<file path="src/rtl/debug_text_pkg.sv">
// Shared constants and types for the debug text overlay.
package debug_text_pkg;

  localparam int FONT_ROWS = 16;
  localparam int FONT_COLS = 8;

  localparam logic [7:0] ASCII_ZERO  = 8'h30;
  localparam logic [7:0] ASCII_QMARK = 8'h3F;
  localparam logic [7:0] ASCII_SPACE = 8'h20;

  // Row where vertical blanking starts; the displayed value may only change here.
  localparam logic [9:0] FRAME_TICK_ROW = 10'd480;

  typedef logic [7:0] glyph_code_t;

endpackage

</file>
<file path="src/rtl/bcd_digit_overlay_if.sv">
// Valid/ready handshake carrying a packed BCD number (nibble 0 = least significant).
interface bcd_digit_overlay_if #(
  parameter int NUM_DIGITS = 3
) ();

  logic [4*NUM_DIGITS-1:0] bcd_in;
  logic                    bcd_valid;
  logic                    bcd_ready;

  modport master (output bcd_in, output bcd_valid, input bcd_ready);
  modport slave  (input bcd_in, input bcd_valid, output bcd_ready);

endinterface

</file>
<file path="src/rtl/font_rom.sv">
// 8x16 glyph ROM, combinational read. Only the glyphs the digit overlay can
// emit (space, '0'..'9', '?') are populated; every other code reads as blank.
// Address is {code[6:0], row}; row 0 is the top scanline, bit 7 the leftmost pixel.
module font_rom (
  input  logic [10:0] addr_i,
  output logic [7:0]  data_o
);

  localparam logic [127:0] G_ZERO  = 128'h00007CC6C6CEDEF6E6C6C67C00000000;
  localparam logic [127:0] G_ONE   = 128'h00001838781818181818187E00000000;
  localparam logic [127:0] G_TWO   = 128'h00007CC6060C183060C0C6FE00000000;
  localparam logic [127:0] G_THREE = 128'h00007CC606063C060606C67C00000000;
  localparam logic [127:0] G_FOUR  = 128'h00000C1C3C6CCCFE0C0C0C1E00000000;
  localparam logic [127:0] G_FIVE  = 128'h0000FEC0C0C0FC060606C67C00000000;
  localparam logic [127:0] G_SIX   = 128'h00003860C0C0FCC6C6C6C67C00000000;
  localparam logic [127:0] G_SEVEN = 128'h0000FEC606060C183030303000000000;
  localparam logic [127:0] G_EIGHT = 128'h00007CC6C6C67CC6C6C6C67C00000000;
  localparam logic [127:0] G_NINE  = 128'h00007CC6C6C67E0606060C7800000000;
  localparam logic [127:0] G_QMARK = 128'h00007CC6C60C18181800181800000000;

  logic [127:0] bitmap;
  logic [3:0]   row;

  assign row = addr_i[3:0];

  // Select the glyph bitmap for the code part of the address.
  always_comb begin
    bitmap = '0;
    case (addr_i[10:4])
      7'h30:   bitmap = G_ZERO;
      7'h31:   bitmap = G_ONE;
      7'h32:   bitmap = G_TWO;
      7'h33:   bitmap = G_THREE;
      7'h34:   bitmap = G_FOUR;
      7'h35:   bitmap = G_FIVE;
      7'h36:   bitmap = G_SIX;
      7'h37:   bitmap = G_SEVEN;
      7'h38:   bitmap = G_EIGHT;
      7'h39:   bitmap = G_NINE;
      7'h3F:   bitmap = G_QMARK;
      default: bitmap = '0;
    endcase
  end

  // Row 0 sits in the most-significant byte, so invert the row to get the byte offset.
  assign data_o = bitmap[{~row, 3'b000} +: 8];

endmodule

</file>
<file path="src/rtl/bcd_digit_overlay.sv">
// Renders a BCD number as 8x16 glyphs at a fixed screen position. New values
// are accepted into a one-deep pending slot and promoted to the displayed
// value only at the start of vertical blanking, so a frame never tears.
module bcd_digit_overlay
  import debug_text_pkg::*;
#(
  parameter logic [9:0] X_POS      = 10'd0,
  parameter logic [9:0] Y_POS      = 10'd0,
  parameter int         NUM_DIGITS = 3,
  parameter bit         LEAD_BLANK = 1'b1
) (
  input  logic                Clk,
  input  logic                Reset,
  input  logic [9:0]          DrawX,
  input  logic [9:0]          DrawY,
  bcd_digit_overlay_if.slave  bcd,
  output logic                pixel_on
);

  localparam int W = 4 * NUM_DIGITS;

  logic [W-1:0] pending_q, pending_d;
  logic         pending_full_q, pending_full_d;
  logic [W-1:0] display_q, display_d;
  logic [9:0]   drawy_prev_q;

  logic         in_box_q, in_box_d;
  logic [2:0]   col_q, col_d;
  logic [10:0]  font_addr_q, font_addr_d;
  logic         pixel_on_q;

  logic         frame_tick;
  logic         xfer;
  logic [7:0]   font_data;

  glyph_code_t  codes [NUM_DIGITS];
  glyph_code_t  sel_code;
  logic [9:0]   rel_x;
  logic [6:0]   char_idx;
  logic [3:0]   row_d;
  logic [10:0]  x_ext, x_lo, x_hi, y_ext, y_lo, y_hi;

  assign frame_tick    = (DrawY == FRAME_TICK_ROW) && (drawy_prev_q != FRAME_TICK_ROW);
  assign bcd.bcd_ready = !pending_full_q;
  assign xfer          = bcd.bcd_valid && !pending_full_q;

  // Pending/display next state. A tick and a transfer cannot both touch the
  // full flag: a transfer needs the slot empty, a drain needs it full.
  always_comb begin
    pending_d      = pending_q;
    pending_full_d = pending_full_q;
    display_d      = display_q;
    if (frame_tick && pending_full_q) begin
      display_d      = pending_q;
      pending_full_d = 1'b0;
    end
    if (xfer) begin
      pending_d      = bcd.bcd_in;
      pending_full_d = 1'b1;
    end
  end

  // Handshake, display and frame-tick history registers.
  always_ff @(posedge Clk) begin
    if (Reset) begin
      pending_q      <= '0;
      pending_full_q <= 1'b0;
      display_q      <= '0;
      drawy_prev_q   <= '0;
    end else begin
      pending_q      <= pending_d;
      pending_full_q <= pending_full_d;
      display_q      <= display_d;
      drawy_prev_q   <= DrawY;
    end
  end

  // Digit-to-glyph mapping, most-significant digit first so leading zeros
  // can be blanked; any non-zero nibble (including non-BCD) ends blanking.
  always_comb begin
    logic       blanking;
    logic [3:0] nib;
    blanking = LEAD_BLANK;
    nib      = '0;
    for (int i = 0; i < NUM_DIGITS; i++) codes[i] = ASCII_SPACE;
    for (int i = NUM_DIGITS - 1; i >= 0; i--) begin
      nib = display_q[4*i +: 4];
      if (blanking && (nib == 4'd0) && (i != 0)) begin
        codes[i] = ASCII_SPACE;
      end else begin
        blanking = 1'b0;
        codes[i] = (nib <= 4'd9) ? (ASCII_ZERO + {4'd0, nib}) : ASCII_QMARK;
      end
    end
  end

  // Box test in 11 bits so a box reaching past column 1023 does not wrap.
  always_comb begin
    x_ext    = {1'b0, DrawX};
    x_lo     = {1'b0, X_POS};
    x_hi     = x_lo + 11'(FONT_COLS * NUM_DIGITS);
    y_ext    = {1'b0, DrawY};
    y_lo     = {1'b0, Y_POS};
    y_hi     = y_lo + 11'(FONT_ROWS);
    in_box_d = (x_ext >= x_lo) && (x_ext < x_hi) && (y_ext >= y_lo) && (y_ext < y_hi);
    rel_x    = DrawX - X_POS;
    col_d    = rel_x[2:0];
    char_idx = rel_x[9:3];
    row_d    = DrawY[3:0] - Y_POS[3:0];
  end

  // Character index 0 is the leftmost, most-significant digit.
  always_comb begin
    sel_code = ASCII_SPACE;
    for (int i = 0; i < NUM_DIGITS; i++) begin
      if (char_idx == 7'(NUM_DIGITS - 1 - i)) sel_code = codes[i];
    end
    font_addr_d = 11'({sel_code, row_d});
  end

  // Stage 1: box flag, column and font address.
  always_ff @(posedge Clk) begin
    if (Reset) begin
      in_box_q    <= 1'b0;
      col_q       <= '0;
      font_addr_q <= '0;
    end else begin
      in_box_q    <= in_box_d;
      col_q       <= col_d;
      font_addr_q <= font_addr_d;
    end
  end

  font_rom u_font_rom (
    .addr_i (font_addr_q),
    .data_o (font_data)
  );

  // Stage 2: pick the glyph bit for this column, masked outside the box.
  always_ff @(posedge Clk) begin
    if (Reset) pixel_on_q <= 1'b0;
    else       pixel_on_q <= in_box_q && font_data[3'd7 - col_q];
  end

  assign pixel_on = pixel_on_q;

endmodule

</file>
<file path="src/flat_wrapper.sv">
// flat-port wrapper written by rule: the top's interface ports become plain ports
module bcd_digit_overlay_flat import debug_text_pkg::*;
#(
  parameter logic [9:0] X_POS      = 10'd0,
  parameter logic [9:0] Y_POS      = 10'd0,
  parameter int         NUM_DIGITS = 3,
  parameter bit         LEAD_BLANK = 1'b1
)
  (Clk, Reset, DrawX, DrawY, pixel_on, bcd_bcd_in, bcd_bcd_valid, bcd_bcd_ready);
  bcd_digit_overlay_if #(.NUM_DIGITS(NUM_DIGITS)) bcd_i ();
  input  logic Clk;
  input  logic Reset;
  input  logic [9:0] DrawX;
  input  logic [9:0] DrawY;
  output logic pixel_on;
  input wire logic [$bits(bcd_i.bcd_in)-1:0] bcd_bcd_in;
  input wire logic [$bits(bcd_i.bcd_valid)-1:0] bcd_bcd_valid;
  output wire logic [$bits(bcd_i.bcd_ready)-1:0] bcd_bcd_ready;
  assign bcd_i.bcd_in = bcd_bcd_in;
  assign bcd_i.bcd_valid = bcd_bcd_valid;
  assign bcd_bcd_ready = bcd_i.bcd_ready;
  bcd_digit_overlay #(.X_POS(X_POS), .Y_POS(Y_POS), .NUM_DIGITS(NUM_DIGITS), .LEAD_BLANK(LEAD_BLANK)) u_core (.Clk(Clk), .Reset(Reset), .DrawX(DrawX), .DrawY(DrawY), .bcd(bcd_i), .pixel_on(pixel_on));
endmodule
</file>
<file path="config.mk">
export PLATFORM = sky130hd
export DESIGN_NAME = bcd_digit_overlay_flat
export DESIGN_NICKNAME = d
export VERILOG_FILES = /design/src/rtl/debug_text_pkg.sv /design/src/rtl/bcd_digit_overlay_if.sv /design/src/rtl/font_rom.sv /design/src/rtl/bcd_digit_overlay.sv /design/src/flat_wrapper.sv
export SDC_FILE = /design/constraint.sdc
export NUM_CORES = 1
export LEC_CHECK = 0
export BUFFER_PORTS_ARGS = -buffer_cell sky130_fd_sc_hd__buf_2
export CELL_PAD_IN_SITES_DETAIL_PLACEMENT = 1
export CELL_PAD_IN_SITES_GLOBAL_PLACEMENT = 1
export CORE_AREA = 5 5 89 91
export DETAILED_ROUTE_END_ITERATION = 16
export DIE_AREA = 0 0 94 96
export PLACE_DENSITY_LB_ADDON = 0.1
export SYNTH_ARGS = -nofsm -noshare
export SYNTH_HDL_FRONTEND = slang
export SYNTH_HIERARCHICAL = 1
export SYNTH_SLANG_ARGS = --single-unit
</file>
<file path="constraint.sdc">
create_clock -name Clk -period 3.4 [get_ports Clk]
set_input_delay 0.17 -clock Clk [delete_from_list [all_inputs] [get_ports Clk]]
set_output_delay 0.17 -clock Clk [all_outputs]
set_load 0.02 [all_outputs]
</file>
==> results.sh, run 1 <==
export IMPL_status="finished, final reports clean"
export IMPL_cts_buffers_inserted=5
export IMPL_synth_main_ff_cell="dfxtp_1"
export IMPL_p_leak_nw=1.23
export IMPL_finalSetupViolations=0
export IMPL_worst_setup_path_endpoint="u_core/pixel_on$_SDFF_PP0_"
export IMPL_finalSetupTns_ns=0
export IMPL_ys_warn_count=6
export IMPL_r2r_end="u_core/pixel_on$_SDFF_PP0_"
export IMPL_globalplace_congestion=0.977
export IMPL_cp_start_kind="register"
export IMPL_post_route_min_period_ns=2.82
export IMPL_post_cts_buffers=0
export IMPL_initial_core_util_pct=45.4
export IMPL_cp_arrival_ns=3.01
export IMPL_yosysMostFrequentCell="nand2_1"
export IMPL_grt_first_pass_wirelength_mm=15.2
export IMPL_synth_xor_area_share_pct=0.820
export IMPL_synth_compound_area_share_pct=23.0
export IMPL_end_kind="register"
export IMPL_startpoint="u_core/font_addr_q[6]$_SDFF_PP0_"
export IMPL_portBuffers=36
export IMPL_drt_first_pass_iters=4
export IMPL_cts_root_buf="clkbuf_8"
export IMPL_clkPwrFrac_pct=31.3
export IMPL_synth_top_family_by_area="simple AND/OR/NAND/NOR gates"
export IMPL_multi_input_area_um2=2010
export IMPL_ctsHoldBuffers=0
export IMPL_critPathMaxFanout=17
export IMPL_clock_sinks=46
export IMPL_ff2ff_setup_slack_ns=0.58
export IMPL_cts_clk_slew_worst_paths_ns=0.08
export IMPL_synth_top_area_share_pct=28.8
export IMPL_ioPinCount=37
export IMPL_netlist_top_cells_count="nand2_1, dfxtp_1, a21oi_1, nor2b_1, nor2_1"
export IMPL_grt_ovfl_total=0
export IMPL_p_int_uw=745
export IMPL_yosys_area_top_type="dfxtp_1"
export IMPL_dp_hpwl_mm=6.88
export IMPL_rr_worst_depth=8
export IMPL_power_density_nw_per_um2=291
export IMPL_clock_path_buffers=2
export IMPL_core_area_um2=7060
export IMPL_synth_edf_count=0
export IMPL_die_area_um2=9020
export IMPL_routed_wl_mm=9.10
export IMPL_cts_max_level=2
export IMPL_synthTopCellsByArea="dfxtp_1, nand2_1, mux2i_1, a21oi_1, nor2b_1"
export IMPL_tritoncts="built"
export IMPL_timing_fmax_mhz=354
export IMPL_ctsResizeCount=0
export IMPL_holdPathStages=2
export IMPL_fill_cells=941
export IMPL_synth_area_um2=3200
export IMPL_antenna_found_initial=0
export IMPL_via_count=3076
export IMPL_final_core_util_pct=48.7
export IMPL_required_ns=3.59
export IMPL_num_rows=31
export IMPL_min_path_type="in2reg"
export IMPL_initialDrtViolationCount=87
export IMPL_switching_share_pct=25.4
export IMPL_die_h_um=96
export IMPL_finalCritPeriodShare_pct=83.0
export IMPL_grt_setup_unrepaired="no"
export IMPL_die_x_um=94
export IMPL_synthArstFlopShare_pct=0
export IMPL_ys_seq_area_share_pct=28.7
export IMPL_grt_pass1_vias=3136
export IMPL_drc=0
export IMPL_seq_area_um2=921
export IMPL_seqPwrFrac_pct=57.3
export IMPL_p_switching_uw=254
export IMPL_p_comb_share_pct=11.4
export IMPL_nNetsFinal=468
export IMPL_synth_avg_cell_area_um2=7.70
export IMPL_tightestPinTransition_ns=0.766
export IMPL_crit_type="reg2reg"
export IMPL_slew_viol_final=0
export IMPL_r2r_start="u_core/font_addr_q[6]$_SDFF_PP0_"
export IMPL_wl_per_cell_um=17.1
export IMPL_postRouteAntennaNets=0
export IMPL_synth_fa_ha_area_share_pct=0
export IMPL_synth_mux_area_share_pct=7.81
export IMPL_ys_ff_latch=46
export IMPL_grt_max_degree=31
export IMPL_syn_to_final_growth_pct=7.23
export IMPL_yosysUniqueCellTypes=71
export IMPL_clk_latency_ns=0.29
export IMPL_maxCapViolations=0
export IMPL_yosys_area_share_simple_pct=30.6
export IMPL_grt_total_usage_pct=21.0
export IMPL_layout_drive_gt1_share_pct=16.9
export IMPL_syn_inst=416
export IMPL_timing_final_hold_violations=0
export IMPL_diodes=0
export IMPL_avgViaCountPerCell=5.78
export IMPL_finalClockSkew_ns=0.00440
export IMPL_slew_headroom_pct=48.8
export IMPL_vdd_ir_drop_max_uv=310
-- power by group through the flow --
stage	Sequential [mW]	Combinational, mW	Clock (mW)
final	0.573	0.114	0.313
after global routing	0.576	0.128	0.353
after CTS	0.573	0.115	0.332
after detailed placement	0.586	0.115	0
after global placement	0.585	0.111	0
after floorplan	0.576	0.0820	0
-- cell usage in the layout (no fill, tap or decap), types with 5 or more instances in the layout --
master,count
nor2b_1,23
nor4_1,5
buf_2,36
a31oi_1,9
o21ai_0,21
buf_4,9
a32oi_1,5
nor2_1,22
nand2_1,70
inv_1,8
nand3_1,11
nand2b_1,9
mux2i_1,16
a21oi_1,29
o211ai_1,5
nor3_1,11
clkbuf_8,5
dfxtp_1,46
-- flip-flops by register name, indices dropped and copies added (netlist names) --
signal,flops
u_core/col_q,3
u_core/display_q,12
u_core/drawy_prev_q,10
u_core/font_addr_q,6
u_core/in_box_q,1
u_core/pending_full_q,1
u_core/pending_q,12
u_core/pixel_on,1
-- cells by family (layout without fill, tap and decap cells) --
logic type | Yosys count | in the layout
AOI/OAI and AO/OA | 111 | 111
buffers and inverters | 47 | 62
muxes | 22 | 22
other | 2 | 4
and+or+nand+nor | 185 | 185
DFF | 46 | 46
xor gates and xnor gates | 3 | 3
-- metrics by stage --
| stage | std cells | power, mW | setup WS [ns] | area (um2) | hold slack [ns] |
|---|---|---|---|---|---|
| 2_1_floorplan | 418 | 0.658 | 1.12 | 3210 | 0.298 |
| 3_3_place_gp | 525 | 0.696 | 0.611 | 3350 | 0.393 |
| 3_5_place_dp | 525 | 0.700 | 0.584 | 3350 | 0.392 |
| 4_1_cts | 532 | 1.02 | 0.581 | 3430 | 0.0732 |
| 5_1_grt | 532 | 1.06 | 0.394 | 3430 | 0.0911 |
| 6_report | 532 | 1.00 | 0.578 | 3430 | 0.0892 |
-- worst max-delay path, cell delays in order (launching register included) --
cell and delay (ns):
dfxtp_1 0.69, or2_0 0.45, nor2_1 0.12, o21a_1 0.20, o31ai_1 0.22, nand3_1 0.10, mux4_2 0.48, mux2_2 0.28
and3_1 0.17
-- area by class of cell --
cell class	count	area share [%]
inverter	9	0.984
clock buffer	6	2.11
multi-input combinational	325	58.5
clock inverter	1	0.219
sequential	46	26.8
timing repair buffer	46	7.80
tap	99	3.61
-- worst min path at each step --
stage             start                          to  slack [ns]
6_report       DrawX[1]  u_core/col_q[1]$_SDFF_PP0_        0.09
2_1_floorplan  DrawX[0]  u_core/col_q[0]$_SDFF_PP0_        0.30
4_1_cts        DrawX[1]  u_core/col_q[1]$_SDFF_PP0_        0.07
3_3_place_gp   DrawX[1]  u_core/col_q[1]$_SDFF_PP0_        0.39
3_5_place_dp   DrawX[1]  u_core/col_q[1]$_SDFF_PP0_        0.39
5_1_grt        DrawX[0]  u_core/col_q[0]$_SDFF_PP0_        0.09
-- per-layer routing --
| metal | GRT usage, % | vias to the layer above | share of wire (%) |
|---|---|---|---|
| met5 | 0 | - | 0 |
| met4 | 9.51 | 0 | 3.5 |
| met3 | 2.89 | 24 | 4.4 |
| met2 | 38.8 | 76 | 52 |
| met1 | 24.0 | 1462 | 40 |
| li1 | - | 1514 | - |
No activity file was read; power rests on OpenSTA's default activity.
==> run 2: changes to the inputs <==
--- a/config.mk
+++ b/config.mk
@@ -8,9 +8,9 @@
 export BUFFER_PORTS_ARGS = -buffer_cell sky130_fd_sc_hd__buf_2
 export CELL_PAD_IN_SITES_DETAIL_PLACEMENT = 1
 export CELL_PAD_IN_SITES_GLOBAL_PLACEMENT = 1
-export CORE_AREA = 5 5 89 91
+export CORE_AREA = 5 5 97 99
 export DETAILED_ROUTE_END_ITERATION = 16
-export DIE_AREA = 0 0 94 96
+export DIE_AREA = 0 0 102 104
 export PLACE_DENSITY_LB_ADDON = 0.1
 export SYNTH_ARGS = -nofsm -noshare
 export SYNTH_HDL_FRONTEND = slang
==> constraint.sdc (replaced) <==
create_clock -name Clk -period 2.3 [get_ports Clk]
set_input_delay 0.115 -clock Clk [delete_from_list [all_inputs] [get_ports Clk]]
set_output_delay 0.115 -clock Clk [all_outputs]
set_load 0.02 [all_outputs]
==> results.sh, run 2 (synthesis results as in run 1) <==
export IMPL_status="finished with violations"
export IMPL_violations="negative setup slack"
export IMPL_nNetsFinal=541
export IMPL_slew_headroom_pct=45.0
export IMPL_post_route_min_period_ns=2.41
export IMPL_final_cell_mix="buf_4, nand2_1, dfxtp_1"
export IMPL_avgViaCountPerCell=5.49
export IMPL_dp_slack_ns=-0.293
export IMPL_antenna_found_initial=0
export IMPL_p_leak_nw=1.65
export IMPL_fin_cells=615
export IMPL_tightestPinTransition_ns=0.824
export IMPL_switching_share_pct=25.3
export IMPL_die_h_um=104
export IMPL_power_density_nw_per_um2=381
export IMPL_grt_total_usage_pct=20.8
export IMPL_num_rows=34
export IMPL_cp_start_kind="register"
export IMPL_finalSetupViolations=1
export IMPL_finalCritPeriodShare_pct=105
export IMPL_drt_first_pass_iters=4
export IMPL_clock_path_buffers=2
export IMPL_vdd_ir_drop_max_uv=267
export IMPL_clock_sinks=46
export IMPL_slew_viol_final=0
export IMPL_timing_final_hold_violations=0
export IMPL_syn_to_final_growth_pct=30.9
export IMPL_grt_max_degree=25
export IMPL_clk_latency_ns=0.30
export IMPL_end_kind="register"
export IMPL_globalplace_congestion=0.901
export IMPL_place_inst=600
export IMPL_drc=0
export IMPL_worst_path_max_delay_cell="mux4_2"
export IMPL_routed_wl_mm=10.9
export IMPL_critPathMaxFanout=9
export IMPL_grt_first_pass_wirelength_mm=17.8
export IMPL_initialDrtViolationCount=64
export IMPL_p_int_mw=1.20
export IMPL_cpLargestDelayFamily="multiplexers"
export IMPL_cts_clk_slew_worst_paths_ns=0.09
export IMPL_portBuffers=36
export IMPL_timing_fmax_mhz=415
export IMPL_clkPwrFrac_pct=34.1
export IMPL_crit_type="reg2reg"
export IMPL_ioPinCount=37
export IMPL_die_area_um2=10600
export IMPL_die_x_um=102
export IMPL_cts_buffers_inserted=5
export IMPL_grt_ovfl_total=0
export IMPL_cp_buffers_inverters=1
export IMPL_final_core_util_pct=49.5
export IMPL_final_common_cell="buf_4"
export IMPL_layout_drive_gt1_share_pct=34.9
export IMPL_grt_pass1_vias=3536
export IMPL_cts_max_level=2
export IMPL_grt_setup_unrepaired="yes"
export IMPL_seqPwrFrac_pct=52.4
export IMPL_dp_hpwl_mm=8.58
export IMPL_required_ns=2.50
export IMPL_cp_arrival_ns=2.61
export IMPL_setup_ws_ns=-0.108
export IMPL_core_area_um2=8470
export IMPL_p_switching_uw=404
export IMPL_finalClockSkew_ns=0.00575
export IMPL_min_path_type="in2reg"
export IMPL_cts_root_buf="clkbuf_8"
export IMPL_largest_registers="u_core/display_q: 12 flops, u_core/pending_q: 12 flops, u_core/drawy_prev_q: 10 flops"
export IMPL_wl_per_cell_um=17.7
export IMPL_postRouteAntennaNets=0
export IMPL_tritoncts="built"
export IMPL_initial_core_util_pct=37.8
export IMPL_path_cells="buf_4, nand2b_1, a21boi_0, o22ai_1, o21ai_0, nand3_1, mux4_2, mux2_4, and3_4"
export IMPL_diodes=0
export IMPL_total_power_mw=1.60
export IMPL_maxCapViolations=0
export IMPL_slowest_delay_ns=0.47
export IMPL_p_comb_share_pct=13.5
export IMPL_via_count=3377
## run 2: worst paths after layout
path	startpoint	end	slack, ns	cells after the start
setup reg to reg	u_core/drawy_prev_q[0]$_SDFF_PP0_	u_core/pixel_on$_SDFF_PP0_	-0.11	9
hold / removal	DrawX[0]	u_core/col_q[0]$_SDFF_PP0_	0.03	2
setup / recovery	u_core/drawy_prev_q[0]$_SDFF_PP0_	u_core/pixel_on$_SDFF_PP0_	-0.11	9
hold reg to reg	u_core/pending_q[1]$_SDFFE_PP0P_	u_core/pending_q[1]$_SDFFE_PP0P_	0.46	2
## run 2: layout make-up
cell class	instances	area (um2)
Sequential cell	46	936
Multi-Input combinational cell	325	2110
Timing Repair Buffer	119	866
Inverter	9	37.5
Tap cell	108	135
Clock buffer	7	96.3
Fill cell	1058	4270
Clock inverter	1	8.76
## run 2: power by group through the flow
stage	clock network, mW	registers [mW]	logic [mW]
after global placement	0	0.859	0.201
after detailed placement	0	0.860	0.207
after floorplan	0	0.852	0.121
final	0.546	0.838	0.215
after CTS	0.568	0.839	0.216
after global routing	0.600	0.843	0.238
## run 2: through the flow
step	hold slack [ns]	area (um2)	TNS, ns
after floorplan	0.243	3210	0
after global placement	0.331	3870	-0.206
after detailed placement	0.338	3870	-0.293
after CTS	0.0171	4190	-0.0624
after global routing	0.0243	4190	-0.171
final	0.0287	4190	-0.108
## run 2: routing by layer
metal	vias to the layer above	part of all wire, %	GRT usage, %
met2	69	52	37.2
met5	-	0	0
met1	1622	42	25.1
li1	1666	-	-
met3	20	3.0	2.55
met4	0	2.7	7.40
## run 2: repair_timing
item,CTS,global route
buffers inserted,7,0
hold buffers,0,0
pin swaps,14,0
resized for setup,48,0
setup endpoints to repair,1,1
==> run 3: changes to the inputs <==
--- a/config.mk
+++ b/config.mk
@@ -8,10 +8,11 @@
 export BUFFER_PORTS_ARGS = -buffer_cell sky130_fd_sc_hd__buf_2
 export CELL_PAD_IN_SITES_DETAIL_PLACEMENT = 1
 export CELL_PAD_IN_SITES_GLOBAL_PLACEMENT = 1
-export CORE_AREA = 5 5 97 99
+export CORE_AREA = 5 5 93 95
 export DETAILED_ROUTE_END_ITERATION = 16
-export DIE_AREA = 0 0 102 104
+export DIE_AREA = 0 0 98 100
 export PLACE_DENSITY_LB_ADDON = 0.1
+export RECOVER_POWER = 100
 export SYNTH_ARGS = -nofsm -noshare
 export SYNTH_HDL_FRONTEND = slang
 export SYNTH_HIERARCHICAL = 1
==> constraint.sdc (replaced) <==
create_clock -name Clk -period 2.7 [get_ports Clk]
set_input_delay 0.135 -clock Clk [delete_from_list [all_inputs] [get_ports Clk]]
set_output_delay 0.135 -clock Clk [all_outputs]
set_load 0.02 [all_outputs]
==> results.sh, run 3 (synthesis results as in run 1) <==
export IMPL_r2r_start="u_core/font_addr_q[5]$_SDFF_PP0_"
export IMPL_die_x_um=98
export IMPL_cp_start_kind="register"
export IMPL_r2r_end="u_core/pixel_on$_SDFF_PP0_"
export IMPL_critPathMaxFanout=9
export IMPL_finalSetupTns_ns=0
export IMPL_initialDrtViolationCount=111
export IMPL_min_delay_start="DrawX[1]"
export IMPL_die_area_um2=9800
export IMPL_initial_core_util_pct=41.9
export IMPL_clock_path_buffers=2
export IMPL_timing_final_hold_violations=0
export IMPL_finalCritPeriodShare_pct=96.3
export IMPL_clk_latency_ns=0.30
export IMPL_diodes=0
export IMPL_ctsHoldBuffers=0
export IMPL_hold_path_end="u_core/col_q[1]$_SDFF_PP0_"
export IMPL_slew_headroom_pct=13.1
export IMPL_largest_registers="u_core/display_q: 12 flops, u_core/pending_q: 12 flops, u_core/drawy_prev_q: 10 flops"
export IMPL_end_kind="register"
export IMPL_tritoncts="built"
export IMPL_cp_buffers_inverters=1
export IMPL_p_leak_nw=1.33
export IMPL_finalSetupViolations=0
export IMPL_slew_viol_final=0
export IMPL_path_cells="buf_4, nor2b_2, nor2_1, a221oi_1, a2111oi_2, or3_1, mux4_2, mux2_2, and3_1"
export IMPL_use_met3_pct=3.41
export IMPL_cts_max_level=2
export IMPL_grt_setup_unrepaired="no"
export IMPL_power_density_nw_per_um2=358
export IMPL_num_rows=32
export IMPL_die_h_um=100
export IMPL_maxCapViolations=0
export IMPL_final_common_cell="nand2_1"
export IMPL_syn_to_final_growth_pct=12.0
export IMPL_required_ns=2.90
export IMPL_grt_first_pass_wirelength_mm=16.4
export IMPL_nNetsFinal=489
export IMPL_routed_wl_mm=10.2
export IMPL_multi_input_area_um2=2010
export IMPL_tightestPinTransition_ns=1.30
export IMPL_cts_root_buf="clkbuf_8"
export IMPL_grt_pass1_vias=3198
export IMPL_portBuffers=36
export IMPL_use_met2_pct=38.0
export IMPL_grt_ovfl_total=0
export IMPL_rr_worst_depth=9
export IMPL_final_cell_mix="nand2_1, dfxtp_1, buf_2"
export IMPL_clock_sinks=46
export IMPL_dp_hpwl_mm=7.98
export IMPL_drt_first_pass_iters=4
export IMPL_grt_busiest_layer="met2"
export IMPL_wl_per_cell_um=18.4
export IMPL_crit_type="reg2reg"
export IMPL_min_path_type="in2reg"
export IMPL_worst_path_max_delay_cell="mux4_2"
export IMPL_finalClockSkew_ns=0.00453
export IMPL_core_area_um2=7650
export IMPL_slowest_delay_ns=0.46
export IMPL_vdd_ir_drop_max_uv=264
export IMPL_post_route_min_period_ns=2.60
export IMPL_ioPinCount=37
export IMPL_cts_buffers_inserted=5
export IMPL_timing_fmax_mhz=384
export IMPL_via_count=3158
export IMPL_drc=0
export IMPL_cts_clk_slew_worst_paths_ns=0.09
export IMPL_layout_drive_gt1_share_pct=20.0
export IMPL_status="finished, final reports clean"
export IMPL_seq_area_um2=922
export IMPL_grt_max_degree=30
export IMPL_antenna_found_initial=0
export IMPL_grt_total_usage_pct=20.8
export IMPL_use_met1_pct=24.3
export IMPL_cpLargestDelayFamily="simple AND/OR/NAND/NOR gates"
export IMPL_globalplace_congestion=0.902
export IMPL_total_power_mw=1.28
export IMPL_cp_arrival_ns=2.80
export IMPL_fill_cells=980
export IMPL_holdPathStages=2
export IMPL_avgViaCountPerCell=5.68
export IMPL_postRouteAntennaNets=0
export IMPL_ff2ff_setup_slack_ns=0.1
[run 3: final cells by class]
type	count	share of cell area [%]
Clock inverter	1	0.209
Timing Repair Buffer	67	11.5
Tap cell	102	3.56
Sequential cell	46	25.7
Clock buffer	6	2.02
Inverter	9	0.942
Multi-Input combinational cell	325	56.1
[run 3: metrics by stage]
| step | std cells | cell area, um2 | util [%] | setup slack, ns | hold slack (ns) |
|---|---|---|---|---|---|
| floorplan | 418 | 3210 | - | 0.423 | 0.263 |
| global placement | 549 | 3520 | 46.0 | 0.154 | 0.356 |
| detailed placement | 549 | 3520 | 46.0 | 0.127 | 0.353 |
| CTS | 556 | 3600 | 47.0 | 0.110 | 0.0359 |
| global route | 556 | 3590 | 46.9 | 0.00479 | 0.0468 |
| finish | 556 | 3590 | 46.9 | 0.0990 | 0.0420 |
[run 3: metal layers]
| metal | up-vias | share of wire (%) |
|---|---|---|
| met5 | - | 0 |
| met4 | 0 | 3.0 |
| met3 | 26 | 3.5 |
| met2 | 69 | 51 |
| met1 | 1500 | 43 |
| li1 | 1563 | - |
[run 3: worst register-to-register path: cells and delay by family (launching register included)]
| kind | cells | cell delay (ns) |
|---|---|---|
| AO/OA/AOI/OAI | 2 | 0.37 |
| buffers and inverters | 1 | 0.18 |
| AND/OR/NAND/NOR | 4 | 0.87 |
| multiplexers | 2 | 0.74 |
| flip-flops | 1 | 0.35 |
[run 3: what timing repair did]
action / 4_1_cts / 5_1_grt
endpoints found under the setup margin: 0 / 1
buffers inserted: 0 / 0
resized for setup: 0 / 4
[run 3: report_power, final]
group	internal, mW	switching (mW)
combinational	0.0675	0.0889
sequential	0.701	0.0178
clock	0.178	0.230
[run 3: worst max-delay path by stage]
stage                                       endpoint  cells past startpoint  slack [ns]                             start
after detailed placement  u_core/pixel_on$_SDFF_PP0_                      8        0.13  u_core/font_addr_q[6]$_SDFF_PP0_
after floorplan           u_core/pixel_on$_SDFF_PP0_                     10        0.42  u_core/font_addr_q[5]$_SDFF_PP0_
after global placement    u_core/pixel_on$_SDFF_PP0_                      8        0.15  u_core/font_addr_q[6]$_SDFF_PP0_
after global routing      u_core/pixel_on$_SDFF_PP0_                     10       0.005  u_core/font_addr_q[7]$_SDFF_PP0_
after CTS                 u_core/pixel_on$_SDFF_PP0_                      9        0.11  u_core/font_addr_q[5]$_SDFF_PP0_
final                     u_core/pixel_on$_SDFF_PP0_                      9         0.1  u_core/font_addr_q[5]$_SDFF_PP0_
